`src/rtl/audio_pkg.sv`:
```
`default_nettype none
// +--------------------------------------------------------------------------+
// | audio_pkg : shared widths, sample slice positions and channel ordering   |
// |             helper for the I2S transmitter                               |
// | Revision  : 1.0                                                          |
// +--------------------------------------------------------------------------+
package audio_pkg;

  localparam int AUDIO_CH_BITS    = 16;
  localparam int AUDIO_FRAME_BITS = 32;
  localparam int AUDIO_CNT_BITS   = 5;
  localparam int AUDIO_DIV_BITS   = 8;

  localparam int AUDIO_LEFT_LSB  = 0;
  localparam int AUDIO_LEFT_MSB  = AUDIO_LEFT_LSB + AUDIO_CH_BITS - 1;
  localparam int AUDIO_RIGHT_LSB = AUDIO_CH_BITS;
  localparam int AUDIO_RIGHT_MSB = AUDIO_RIGHT_LSB + AUDIO_CH_BITS - 1;

  localparam logic [AUDIO_CNT_BITS-1:0] AUDIO_CNT_LAST = 5'd31;
  localparam logic [AUDIO_CNT_BITS-1:0] AUDIO_LR_FIRST = 5'd15;

  typedef logic [AUDIO_FRAME_BITS-1:0] audio_frame_t;

  // Left channel occupies the upper half so it leaves the shifter first.
  function automatic audio_frame_t audio_tx_word(input audio_frame_t sample);
    return {sample[AUDIO_LEFT_MSB:AUDIO_LEFT_LSB], sample[AUDIO_RIGHT_MSB:AUDIO_RIGHT_LSB]};
  endfunction

endpackage
`default_nettype wire

```
`src/rtl/audio_bclk_gen.sv`:
```
`default_nettype none
// +--------------------------------------------------------------------------+
// | audio_bclk_gen : BCLK divider with single-cycle rise/fall strobes        |
// | Revision       : 1.0                                                     |
// +--------------------------------------------------------------------------+
module audio_bclk_gen
  import audio_pkg::*;
#(
  parameter int CLK_DIV = 8
) (
  input  logic clk_i,
  input  logic rst_i,
  input  logic enable_i,
  output logic bclk_o,
  output logic rise_o,
  output logic fall_o
);

  localparam logic [AUDIO_DIV_BITS-1:0] DIV_LAST = AUDIO_DIV_BITS'(CLK_DIV - 1);

  logic [AUDIO_DIV_BITS-1:0] div_q, div_d;
  logic                      bclk_q, bclk_d;
  logic                      term_cnt;

  always_comb begin
    term_cnt = enable_i && (div_q == DIV_LAST);
    div_d    = '0;
    bclk_d   = 1'b0;
    if (enable_i) begin
      div_d  = term_cnt ? '0 : div_q + 1'b1;
      bclk_d = term_cnt ? ~bclk_q : bclk_q;
    end
  end

  always_ff @(posedge clk_i or posedge rst_i) begin
    if (rst_i) begin
      div_q  <= '0;
      bclk_q <= 1'b0;
    end else begin
      div_q  <= div_d;
      bclk_q <= bclk_d;
    end
  end

  // Strobes mark the cycle whose closing edge moves BCLK.
  assign rise_o = term_cnt && !bclk_q;
  assign fall_o = term_cnt && bclk_q;
  assign bclk_o = bclk_q;

endmodule
`default_nettype wire

```
`src/rtl/audio_i2s_tx.sv`:
```
`default_nettype none
// +--------------------------------------------------------------------------+
// | audio_i2s_tx : I2S stereo serialiser, 16-bit per channel, MSB first      |
// |   AUDIO_I2S_HOLD_LAST_EN : replay last popped sample on underrun         |
// | Revision     : 1.0                                                       |
// +--------------------------------------------------------------------------+
module audio_i2s_tx
  import audio_pkg::*;
#(
  parameter int CLK_DIV = 8
) (
  input  logic                        clk_i,
  input  logic                        rst_i,
  input  logic                        enable_i,
  input  logic [AUDIO_FRAME_BITS-1:0] data_i,
  input  logic                        valid_i,
  output logic                        pop_o,
  output logic                        underrun_o,
  output logic                        i2s_bclk_o,
  output logic                        i2s_lrclk_o,
  output logic                        i2s_data_o
);

  logic bclk, bclk_rise, bclk_fall;

  audio_bclk_gen #(
    .CLK_DIV (CLK_DIV)
  ) u_bclk_gen (
    .clk_i    (clk_i),
    .rst_i    (rst_i),
    .enable_i (enable_i),
    .bclk_o   (bclk),
    .rise_o   (bclk_rise),
    .fall_o   (bclk_fall)
  );

  logic [AUDIO_CNT_BITS-1:0] bit_cnt_q, bit_cnt_d;
  audio_frame_t              shift_q, shift_d;
  logic                      lrclk_q, lrclk_d;
  audio_frame_t              underrun_word;

`ifdef AUDIO_I2S_HOLD_LAST_EN
  audio_frame_t hold_q, hold_d;
  assign underrun_word = hold_q;
`else
  assign underrun_word = '0;
`endif

  always_comb begin
    bit_cnt_d  = bit_cnt_q;
    shift_d    = shift_q;
    pop_o      = 1'b0;
    underrun_o = 1'b0;
`ifdef AUDIO_I2S_HOLD_LAST_EN
    hold_d     = hold_q;
`endif
    if (!enable_i) begin
      bit_cnt_d = AUDIO_CNT_LAST;
      shift_d   = '0;
    end else if (bclk_fall) begin
      bit_cnt_d = bit_cnt_q + 1'b1;
      if (bit_cnt_q == AUDIO_CNT_LAST) begin
        if (valid_i) begin
          pop_o   = 1'b1;
          shift_d = audio_tx_word(data_i);
`ifdef AUDIO_I2S_HOLD_LAST_EN
          hold_d  = audio_tx_word(data_i);
`endif
        end else begin
          underrun_o = 1'b1;
          shift_d    = underrun_word;
        end
      end else begin
        shift_d = {shift_q[AUDIO_FRAME_BITS-2:0], 1'b0};
      end
    end
    // Word select leads each channel's MSB by one bit slot.
    lrclk_d = (bit_cnt_d >= AUDIO_LR_FIRST) && (bit_cnt_d != AUDIO_CNT_LAST);
  end

  always_ff @(posedge clk_i or posedge rst_i) begin
    if (rst_i) begin
      bit_cnt_q <= AUDIO_CNT_LAST;
      shift_q   <= '0;
      lrclk_q   <= 1'b0;
`ifdef AUDIO_I2S_HOLD_LAST_EN
      hold_q    <= '0;
`endif
    end else begin
      bit_cnt_q <= bit_cnt_d;
      shift_q   <= shift_d;
      lrclk_q   <= lrclk_d;
`ifdef AUDIO_I2S_HOLD_LAST_EN
      hold_q    <= hold_d;
`endif
    end
  end

  assign i2s_bclk_o  = bclk;
  assign i2s_lrclk_o = lrclk_q;
  assign i2s_data_o  = shift_q[AUDIO_FRAME_BITS-1];

  rise_fall_exclusive: assert property (@(posedge clk_i) disable iff (rst_i)
                                        !(bclk_rise && bclk_fall));

endmodule
`default_nettype wire
```
`config.mk`:
```
export PLATFORM = sky130hd
export DESIGN_NAME = audio_i2s_tx
export DESIGN_NICKNAME = d
export VERILOG_FILES = /design/src/rtl/audio_pkg.sv /design/src/rtl/audio_bclk_gen.sv /design/src/rtl/audio_i2s_tx.sv
export SDC_FILE = /design/constraint.sdc
export NUM_CORES = 1
export LEC_CHECK = 0
export CAP_MARGIN = 0
export CORE_MARGIN = 4
export CORE_UTILIZATION = 50
export DETAILED_ROUTE_END_ITERATION = 12
export PLACE_DENSITY_LB_ADDON = 0.12
export SLEW_MARGIN = 20
export SYNTH_ARGS = -nofsm -noshare
export SYNTH_HDL_FRONTEND = slang
export SYNTH_HIERARCHICAL = 1
export SYNTH_SLANG_ARGS = --single-unit
```
`constraint.sdc`:
```
create_clock -name clk_i -period 5 [get_ports clk_i]
set_input_delay 1 -clock clk_i [delete_from_list [all_inputs] [get_ports clk_i]]
set_output_delay 1 -clock clk_i [all_outputs]
set_load 0.005 [all_outputs]
```
==> Word-level counts from Yosys, hierarchy flattened <==
Cells that the tools add are included.
{ "op_classes": {"n_mul": 0, "bitwise": 1, "magnitude_cmp": 1, "mux": 18, "n_addsub": 2, "n_div": 0, "n_reduce_logical": 3, "n_shift": 0, "eq_ne": 5} }
{ "ops": {"columns": ["cell", "n"], "rows": [
  ["$mux 32", 4],
  ["$mux 8", 2],
  ["$mux 1", 10],
  ["$mux 5", 2],
  ["$add 8x1->8 const B", 1],
  ["$eq 8x3->1 const B", 1],
  ["$add 5x1->5 const B", 1],
  ["$eq 5x5->1 const B", 1],
  ["$ge 5x4->1 const B", 1],
  ["$ne 5x5->1 const B", 1],
  ["$ne 2x1->1 const B", 2],
  ["$logic_and 1x1->1", 3],
  ["$not 1->1", 1]
]} }
{ "totals": {"rom_bits": 0, "mem_bits_rw": 0, "out_inout_bits": 5, "reg_bits": 47, "latch_bits": 0, "mem_count": 0, "word_cells": 35} }

==> Longest topological paths before layout <==
Gate-level depths: netlist of the first run.
{ "logic_depth": {"ltp_word": 7, "depth_mapped": 9} }

==> By module <==
The synthesis of the first run kept the hierarchy.
{ "modules_own_cells": {"columns": ["module", "area_each_um2", "cells_per_inst", "instances", "seq_area_each_um2"], "rows": [
  ["audio_i2s_tx", 1662.8, 139, 1, 957.2],
  ["audio_bclk_gen", 444.2, 46, 1, 225.2]
]} }

==> Worst setup path after synthesis of the first run <==
OpenSTA, ideal clock, no wires.
{ "synth_path": {"path_type": "input-to-output", "start": "input port enable_i", "end": "output port underrun_o", "slack_ps": 2104, "required_ps": 4000, "arrival_time_ps": 1896, "stages": 5, "path_buffers": 1, "cell_sequence": "inv_1 nor4_1 buf_4 nand2_1 nor3b_1"} }
{ "synth_between": {"elab_chain_cells": 4} }
{ "synth_rtl": {"columns": ["element", "line_no", "source"], "rows": [
  ["start, declared", "audio_i2s_tx.sv:14", "input logic enable_i,"],
  ["$logic_and 1x1->1", "audio_bclk_gen.sv:26", "term_cnt = enable_i && (div_q == DIV_LAST);"],
  ["$logic_and 1x1->1", "audio_bclk_gen.sv:47", "assign fall_o = term_cnt && bclk_q;"],
  ["net bclk_fall", "audio_i2s_tx.sv:24", "logic bclk, bclk_rise, bclk_fall;"],
  ["$mux 1", "audio_i2s_tx.sv:60", "end else if (bclk_fall) begin"],
  ["$mux 1", "audio_i2s_tx.sv:57", "if (!enable_i) begin"],
  ["end, declared", "audio_i2s_tx.sv:18", "output logic underrun_o,"]
]} }
The timed path passes the listed nets, and every way through them passes these cells.

==> Worst setup path in the final report of the first run <==
{ "layout_path": {"start": "input port enable_i", "end": "output port pop_o"} }
{ "layout_between": {"elab_chain_cells": 4} }
{ "layout_rtl": {"columns": ["element", "line_no", "source"], "rows": [
  ["$logic_and 1x1->1", "audio_bclk_gen.sv:26", null],
  ["$logic_and 1x1->1", "audio_bclk_gen.sv:47", null],
  ["net bclk_fall", "audio_i2s_tx.sv:24", null],
  ["$mux 1", "audio_i2s_tx.sv:60", null],
  ["$mux 1", "audio_i2s_tx.sv:57", null],
  ["end, declared", "audio_i2s_tx.sv:17", "output logic pop_o,"]
]} }
The timed path passes the listed nets, and every way through them passes these cells.

==> results of run 1 <==
## cell usage in the layout, fill, tap and decap left out, drive strengths merged, types with 3 or more instances in the layout
master,count
a21oi,5
a222oi,30
buf,3
clkbuf,7
clkdlybuf4s50,40
dfrtp,42
dfstp,5
ha,4
inv,36
nand2,6
nand3,5
nand4,3
nor2,6
o21ai,6
or3,5
xnor2,4
## worst min-delay path by stage
stage / start / endpoint / slack, ns / cells past startpoint
2_1_floorplan: shift_q[14]$_DFFE_PP0P_ / shift_q[15]$_DFFE_PP0P_ / 0.46 / 2
3_3_place_gp: shift_q[15]$_DFFE_PP0P_ / shift_q[16]$_DFFE_PP0P_ / 0.47 / 2
3_5_place_dp: shift_q[22]$_DFFE_PP0P_ / shift_q[23]$_DFFE_PP0P_ / 0.47 / 2
4_1_cts: shift_q[22]$_DFFE_PP0P_ / shift_q[23]$_DFFE_PP0P_ / 0.49 / 2
5_1_grt: shift_q[1]$_DFFE_PP0P_ / shift_q[1]$_DFFE_PP0P_ / 0.53 / 2
6_report: shift_q[22]$_DFFE_PP0P_ / shift_q[23]$_DFFE_PP0P_ / 0.49 / 2
## flip-flops by register name (all words and copies together) (netlist names)
signal             cells
i2s_lrclk_o            1
shift_q               32
bit_cnt_q              5
u_bclk_gen/bclk_o      1
u_bclk_gen/div_q       8
## power by group through the flow
stage          Combinational (mW)  Sequential [mW]  Clock (mW)
2_1_floorplan              0.0159            0.391           0
3_3_place_gp               0.0471            0.392           0
3_5_place_dp               0.0481            0.392           0
4_1_cts                    0.0485            0.385       0.274
5_1_grt                    0.0530            0.385       0.294
6_report                   0.0480            0.385       0.266
## layout make-up
class	instances	area, sq um	share of cell area (%)
repair buffers	43	423	16.2
clock buffers	7	76.3	2.92
well taps	50	62.6	2.39
clock inverters	1	30.0	1.15
inverters	36	135	5.16
flip-flops and latches	47	1180	45.2
multi-input cells	89	708	27.1
## critical path, delay by kind of cell
family | cells | cell delay [ns]
buffers and inverters | 3 | 1.46
and+or+nand+nor | 2 | 0.84
## per-layer routing
metal / vias up / share of wire, % / track usage, %
met5: - / 0 / 0
li1: 754 / - / -
met2: 64 / 49 / 29.7
met3: 14 / 7.1 / 5.37
met1: 778 / 41 / 22.6
met4: 0 / 2.7 / 6.97
## metrics by stage
step	setup WS [ns]	utilization, %	power [mW]	hold WS [ns]
after floorplan	2.11	-	0.407	0.457
after global placement	0.779	62.2	0.439	0.467
after detailed placement	0.711	62.2	0.440	0.473
after CTS	0.716	64.8	0.707	0.493
after global routing	0.510	65.0	0.732	0.526
final	0.690	65.0	0.698	0.489
==> results_dict.tcl, run 1 <==
set metrics [dict create \
    postCtsHoldBufs 0 \
    max_clock_freq_mhz 232 \
    p_int_mw 0.560 \
    cp.required_ns 4.00 \
    critPathMostFrequentCell "clkdlybuf4s50_1" \
    die_height_um 72.8 \
    worstPathCellList "clkdlybuf4s50_1, inv_1, nor4_2, and4_4, clkdlybuf4s50_1" \
    clock_skew_ns 0.00547 \
    cp-start-kind "input port" \
    htreeDepth 2 \
    core_sq_mm 0.00403 \
    grt.overflow.total 0 \
    avgSynthCellArea_sq_um 11.4 \
    grt_max_degree 33 \
    clock_latency_ns 0.29 \
    drv_slew 0 \
    place_area_sq_mm 0.00251 \
    cts_tree "done" \
    gp_congestion 0.859 \
    drc 0 \
    worst_pin_slew_ns 0.672 \
    cts_root_buffer "clkbuf_8" \
    crit_fanout 32 \
    diodes 0 \
    grt_pass1_vias 1679 \
    p_leak_nw 1.35 \
    crit_path_top_delay_cell "clkdlybuf4s50_1" \
    seq_power_share_pct 55.1 \
    initial_core_util_pct 52.1 \
    antenna_found_initial 0 \
    place_inst 265 \
    grt.total_usage_pct 18.1 \
    hold_class "register to register" \
    r2r_slack_ns 2.83 \
    firstDrtPassIters 6 \
    finalSetupViolations 0 \
    path_clk_slew_ns 0.08 \
    min_period_ns 4.31 \
    post_cts_buffers 0 \
    combPwrFrac_pct 6.9 \
    ir_worst_vdd_mv 0.196 \
    clkPwrFrac_pct 38.0 \
    dp_hpwl_mm 3.07 \
    r2r-start "u_bclk_gen/div_q[0]$_DFF_PP0_" \
    max_stage_delay_ns 0.71 \
    drt-initial-drc-count 201 \
    crit_path_end_kind "primary output" \
    cap_violations 0 \
    r2r_end "shift_q[7]$_DFFE_PP0P_" \
    clk_path_buf_depth 2 \
    status "finished clean" \
    die_w_um 72.8 \
    clock_sinks 47 \
    io_buffer_count 40 \
    rsz0062_at_grt "no" \
    routed_wirelength_mm 4.37 \
    viasPerCell 5.90 \
    final_cells 273 \
    p_switching_mw 0.138 \
    cts_resized 0 \
    grt_pass1_wl_mm 7.57 \
    synth_area_sq_mm 0.00210 \
    worstPathArrival_ns 3.31 \
    die_area_sq_mm 0.00530 \
    crit_start "enable_i" \
    pwr_density_cell_mw_per_mm2 267 \
    num_vias 1610 \
    cts_inserted_buffers 5 \
    reg2reg_depth 9 \
    switching_share_pct 19.8 \
    wl_per_cell_um 16.0 \
    final_nets 262 \
    finalSetupTns_ns 0 \
    ios 41 \
    syn_nets 224 \
    rows 23 \
    synthCells 184 \
    hold_viol_final 0 \
    worstSetupPathType "input port to primary output" \
    fin_crit_sh_pct 86.2 \
    syn2layout_area_growth_pct 24.6 \
    crit_end "pop_o" \
    ant_nets 0 \
    finish.instance_area_sq_mm 0.00262 \
    fill_cells 328 \
    ys_warn_count 6 \
    maxSlewHeadroom_pct 55.1 \
    layout-drive-gt1-share_pct 8.97 \
]
Power figures use the tool's default switching activity.
==> inputs of run 2 (changes only) <==
- DONT_BUFFER_PORTS: unset -> 1
==> run 2 against run 1 <==
Effect of this change:
- critical endpoint unchanged
- setup slack improved by 1.2 ns
- critical path depth did not move
- final cell count fell by 15%
- clock power grew 2%
- die area unchanged
- routed wire length is 13% lower
- cell area fell by 15%
- largest cell class unchanged
- clock skew shrank 0.0011 ns
==> results_dict.tcl, run 2 (synthesized netlist as in run 1, its figures left out) <==
set metrics [dict create \
    status "finished clean" \
    io_buffer_count 0 \
    grt_pass1_wl_mm 6.22 \
    reg.largest.list "shift_q (32), u_bclk_gen/div_q (8), bit_cnt_q (5)" \
    path_buf_inv 1 \
    syn2layout_area_growth_pct 5.72 \
    fin_crit_sh_pct 61.8 \
    cp-start-kind "register" \
    cts_inserted_buffers 5 \
    finalSetupViolations 0 \
    clock_latency_ns 0.29 \
    cap_violations 0 \
    clock_skew_ns 0.00438 \
    cts_tree "done" \
    seqCellArea_sq_mm 0.00118 \
    layout-drive-gt1-share_pct 11.5 \
    clk_path_buf_depth 2 \
    die_height_um 72.8 \
    largest-register "shift_q" \
    worstPathArrival_ns 2.09 \
    crit_path_top_delay_cell "and4_4" \
    dp_hpwl_mm 2.64 \
    cts_resized 0 \
    multiInputGateArea_sq_um 713 \
    finalSetupTns_ns 0 \
    final_nets 221 \
    crit_path_end_kind "primary output" \
    crit_family "simple AND/OR/NAND/NOR gates" \
    clock_sinks 47 \
    largest_reg_flops 32 \
    pwr_density_cell_mw_per_mm2 303 \
    firstDrtPassIters 7 \
    hold_class "register to register" \
    gp_congestion 0.897 \
    grt.overflow.total 0 \
    routed_wirelength_mm 3.81 \
    rsz0062_at_grt "no" \
    ant_nets 0 \
    drc 0 \
    ir_worst_vdd_mv 0.150 \
    path_clk_slew_ns 0.08 \
    final_common_cell "dfrtp_1" \
    worstPathCellList "ha_1, nand4bb_1, nor4_2, buf_4, and4_4" \
    num_vias 1414 \
    antenna_found_initial 0 \
    p_leak_nw 1.20 \
    htreeDepth 2 \
    p_total_mw 0.673 \
    min_period_ns 3.09 \
    ios 41 \
    initial_core_util_pct 52.1 \
    rows 23 \
    wl_per_cell_um 16.4 \
    cp.required_ns 4.00 \
    crit_fanout 32 \
    hold_viol_final 0 \
    diodes 0 \
    final_cell_mix "42 x dfrtp_1, 36 x inv_1, 30 x a222oi_1" \
    grt.total_usage_pct 15.0 \
    max_stage_delay_ns 0.46 \
    maxSlewHeadroom_pct 55.8 \
    core_sq_mm 0.00403 \
    grt_pass1_vias 1379 \
    fill_cells 353 \
    max_clock_freq_mhz 323 \
    drv_slew 0 \
    drt-initial-drc-count 203 \
    die_w_um 72.8 \
    worst_pin_slew_ns 0.661 \
    post_cts_buffers 0 \
    viasPerCell 6.09 \
    worstSetupPathType "register to primary output" \
    grt_max_degree 39 \
    cts_root_buffer "clkbuf_8" \
    postCtsHoldBufs 0 \
    die_area_sq_mm 0.00530 \
]
==> run 2: cell count changes in the layout (fill, tap and decap cells not counted), sizes merged <==
cell / change
buf: -1
clkbuf: -2
clkdlybuf4s50: -40
clkinv: +2
==> run 2: final cells by class <==
| type | count | share of cell area (%) |
|---|---|---|
| Sequential cell | 47 | 53.2 |
| Multi-Input combinational cell | 89 | 32.1 |
| Inverter | 36 | 6.08 |
| Clock buffer | 5 | 3.10 |
| Tap cell | 50 | 2.82 |
| Clock inverter | 3 | 1.97 |
| Timing Repair Buffer | 2 | 0.676 |
==> run 2: worst paths after layout <==
check	startpoint	endpoint	slack [ns]	depth (start not counted)
max in group asynchronous	rst_i	bit_cnt_q[3]$_DFF_PP1_	3.95	2
max	u_bclk_gen/div_q[0]$_DFF_PP0_	pop_o	1.91	5
min	shift_q[28]$_DFFE_PP0P_	shift_q[29]$_DFFE_PP0P_	0.49	2
min in group asynchronous	rst_i	u_bclk_gen/bclk_o$_DFFE_PP0P_	0.55	1
min reg2reg	shift_q[28]$_DFFE_PP0P_	shift_q[29]$_DFFE_PP0P_	0.49	2
max reg2reg	u_bclk_gen/div_q[0]$_DFF_PP0_	shift_q[1]$_DFFE_PP0P_	2.66	8
==> run 2: per-stage QoR <==
stage | instances | hold WS (ns) | setup WS, ns | utilization, % | instance area [sq um]
after CTS | 232 | 0.502 | 1.90 | 54.9 | 2210
after global placement | 224 | 0.465 | 1.99 | 52.1 | 2100
after global routing | 232 | 0.527 | 1.76 | 55.1 | 2220
after floorplan | 184 | 0.457 | 2.11 | - | 2100
after detailed placement | 224 | 0.477 | 1.94 | 52.1 | 2100
final | 232 | 0.495 | 1.91 | 55.1 | 2220
==> run 2: where the power goes <==
part | switching (mW) | internal [mW]
clock network | 0.122 | 0.149
registers | 0.00247 | 0.382
logic | 0.0136 | 0.00437
total | 0.138 | 0.535
==> run 2: layer usage <==
metal / track usage [%] / part of all wire [%] / up-vias
met5: 0 / 0 / -
met4: 5.94 / 1.6 / 0
met3: 3.99 / 6.3 / 6
met2: 24.5 / 49 / 51
met1: 18.9 / 43 / 687
li1: - / - / 670
==> run 2: worst reg2reg max path: stages (launching register included) <==
cell       delay (ns)
dfrtp_1          0.41
ha_1             0.21
nand4bb_1        0.20
nor4_2           0.27
buf_4            0.24
nand2_1          0.13
nor2_4           0.53
a222oi_1         0.20
inv_1            0.09
==> inputs of run 3 (changes only) <==
- clock period: 5 -> 2.9 ns (I/O delays scaled with it)
==> run 3 against run 2 <==
Effect of this change:
- core utilization is 0.16 points lower
- power increased by 61%
- die area stayed put
- register-to-register slack lost 2.1 ns
- cell area is 0.28% lower
- setup slack got worse by 1.7 ns
==> results_dict.tcl, run 3 (synthesized netlist as in run 1, its figures left out) <==
set metrics [dict create \
    status "finished clean" \
    num_vias 1437 \
    die_area_sq_mm 0.00530 \
    worst_pin_slew_ns 0.668 \
    io_buffer_count 0 \
    dp_hpwl_mm 2.72 \
    pwr_density_cell_mw_per_mm2 489 \
    htreeDepth 2 \
    final_core_util_pct 55.0 \
    final_cell_mix "42 x dfrtp_1, 36 x inv_1, 30 x a222oi_1" \
    grt.overflow.total 0 \
    hold_viol_final 0 \
    grt_pass1_vias 1437 \
    clock_latency_ns 0.29 \
    clock_sinks 47 \
    place_inst 226 \
    min_period_ns 2.68 \
    clkPwrFrac_pct 35.8 \
    combPwrFrac_pct 3.0 \
    ir_worst_vdd_mv 0.216 \
    largest_reg_flops 32 \
    rsz0062_at_grt "no" \
    seqCellArea_sq_mm 0.00118 \
    die_height_um 72.8 \
    crit_path_top_delay_cell "nor4_4" \
    finish.instance_area_sq_mm 0.00221 \
    place_area_sq_mm 0.00211 \
    gp_congestion 0.802 \
    wl_per_cell_um 16.8 \
    drc 0 \
    core_sq_mm 0.00403 \
    firstDrtPassIters 7 \
    finalSetupViolations 0 \
    switching_share_pct 21.2 \
    r2r_end "shift_q[16]$_DFFE_PP0P_" \
    layout-drive-gt1-share_pct 12.0 \
    drt-initial-drc-count 234 \
    drv_slew 0 \
    crit_path_end_kind "primary output" \
    rows 23 \
    grt_max_degree 39 \
    p_leak_nw 1.20 \
    cp.required_ns 2.32 \
    syn2layout_area_growth_pct 5.42 \
    maxSlewHeadroom_pct 55.4 \
    worstPathCellList "ha_1, nand4bb_1, nor4_4, nand2_1, nor3b_1" \
    seq_power_share_pct 61.2 \
    r2r_slack_ns 0.60 \
    diodes 0 \
    cts_root_buffer "clkbuf_8" \
    cts_tree "done" \
    final_common_cell "dfrtp_1" \
    initial_core_util_pct 52.1 \
    cp-start-kind "register" \
    p_total_mw 1.08 \
    max_stage_delay_ns 0.46 \
    reg2reg_depth 7 \
    hold_class "input port to async pin" \
    grt.total_usage_pct 15.6 \
    crit_fanout 5 \
    r2r-start "u_bclk_gen/div_q[0]$_DFF_PP0_" \
    clock_skew_ns 0.00599 \
    p_switching_mw 0.229 \
    cts_resized 0 \
    final_cells 233 \
    cap_violations 0 \
    cts_inserted_buffers 5 \
    postCtsHoldBufs 0 \
    post_cts_buffers 0 \
    die_w_um 72.8 \
    final_nets 223 \
    reg.largest.list "shift_q (32), u_bclk_gen/div_q (8), bit_cnt_q (5)" \
    fin_crit_sh_pct 92.4 \
    antenna_found_initial 0 \
    worstPathArrival_ns 2.10 \
    grt_pass1_wl_mm 6.24 \
    routed_wirelength_mm 3.93 \
    ant_nets 0 \
    clk_path_buf_depth 2 \
    fill_cells 347 \
    viasPerCell 6.17 \
    path_clk_slew_ns 0.08 \
    p_int_mw 0.854 \
    largest-register "shift_q" \
    worstSetupPathType "register to primary output" \
    finalSetupTns_ns 0 \
    max_clock_freq_mhz 373 \
    multiInputGateArea_sq_um 717 \
    ios 41 \
]
## run 3: changes by cell type in the layout (fill, tap and decap cells not counted)
cell	delta
buf_4	+2
bufinv_16	-1
clkbuf_8	+1
clkinv_4	-1
nor2_2	+1
nor2_4	-1
nor4_2	-1
nor4_4	+1
## run 3: layout make-up
| cell class | instances | area share, % |
|---|---|---|
| inverters | 36 | 6.10 |
| multi-input cells | 89 | 32.4 |
| clock buffers | 6 | 3.73 |
| repair buffers | 4 | 1.36 |
| well taps | 50 | 2.82 |
| flip-flops and latches | 47 | 53.4 |
| clock inverters | 1 | 0.226 |
## run 3: worst max-delay path, delay by kind of cell, from the launching register on
kind / cells / cell delay [ns]
adder cells (fa/ha/maj): 1 / 0.22
AND/OR/NAND/NOR: 4 / 1.19
flip-flops: 1 / 0.41
## run 3: worst max path at each step
| stage | startpoint | end |
|---|---|---|
| floorplan | u_bclk_gen/div_q[0]$_DFF_PP0_ | underrun_o |
| global placement | u_bclk_gen/div_q[0]$_DFF_PP0_ | underrun_o |
| detailed placement | u_bclk_gen/div_q[0]$_DFF_PP0_ | underrun_o |
| CTS | u_bclk_gen/div_q[0]$_DFF_PP0_ | underrun_o |
| global route | u_bclk_gen/div_q[0]$_DFF_PP0_ | underrun_o |
| finish | u_bclk_gen/div_q[0]$_DFF_PP0_ | underrun_o |
## run 3: routing by layer
| layer | part of all wire [%] | vias up | global-route usage [%] |
|---|---|---|---|
| met2 | 48 | 58 | 24.7 |
| met5 | 0 | - | 0 |
| met4 | 1.2 | 0 | 7.79 |
| met1 | 43 | 701 | 17.7 |
| li1 | - | 672 | - |
| met3 | 7.7 | 6 | 7.16 |
## run 3: metrics by stage
| step | hold slack [ns] | worst slack [ns] |
|---|---|---|
| after floorplan | 0.408 | 0.799 |
| after global placement | 0.445 | 0.577 |
| after detailed placement | 0.447 | 0.529 |
| after CTS | 0.118 | 0.202 |
| after global routing | 0.147 | 0.0647 |
| final | 0.123 | 0.220 |
## run 3: power by group through the flow
stage | Combinational [mW] | Clock, mW | Sequential [mW]
after floorplan | 0.0275 | 0 | 0.675
after global placement | 0.0313 | 0 | 0.675
after detailed placement | 0.0326 | 0 | 0.676
after CTS | 0.0325 | 0.407 | 0.663
after global routing | 0.0387 | 0.431 | 0.664
final | 0.0324 | 0.387 | 0.663
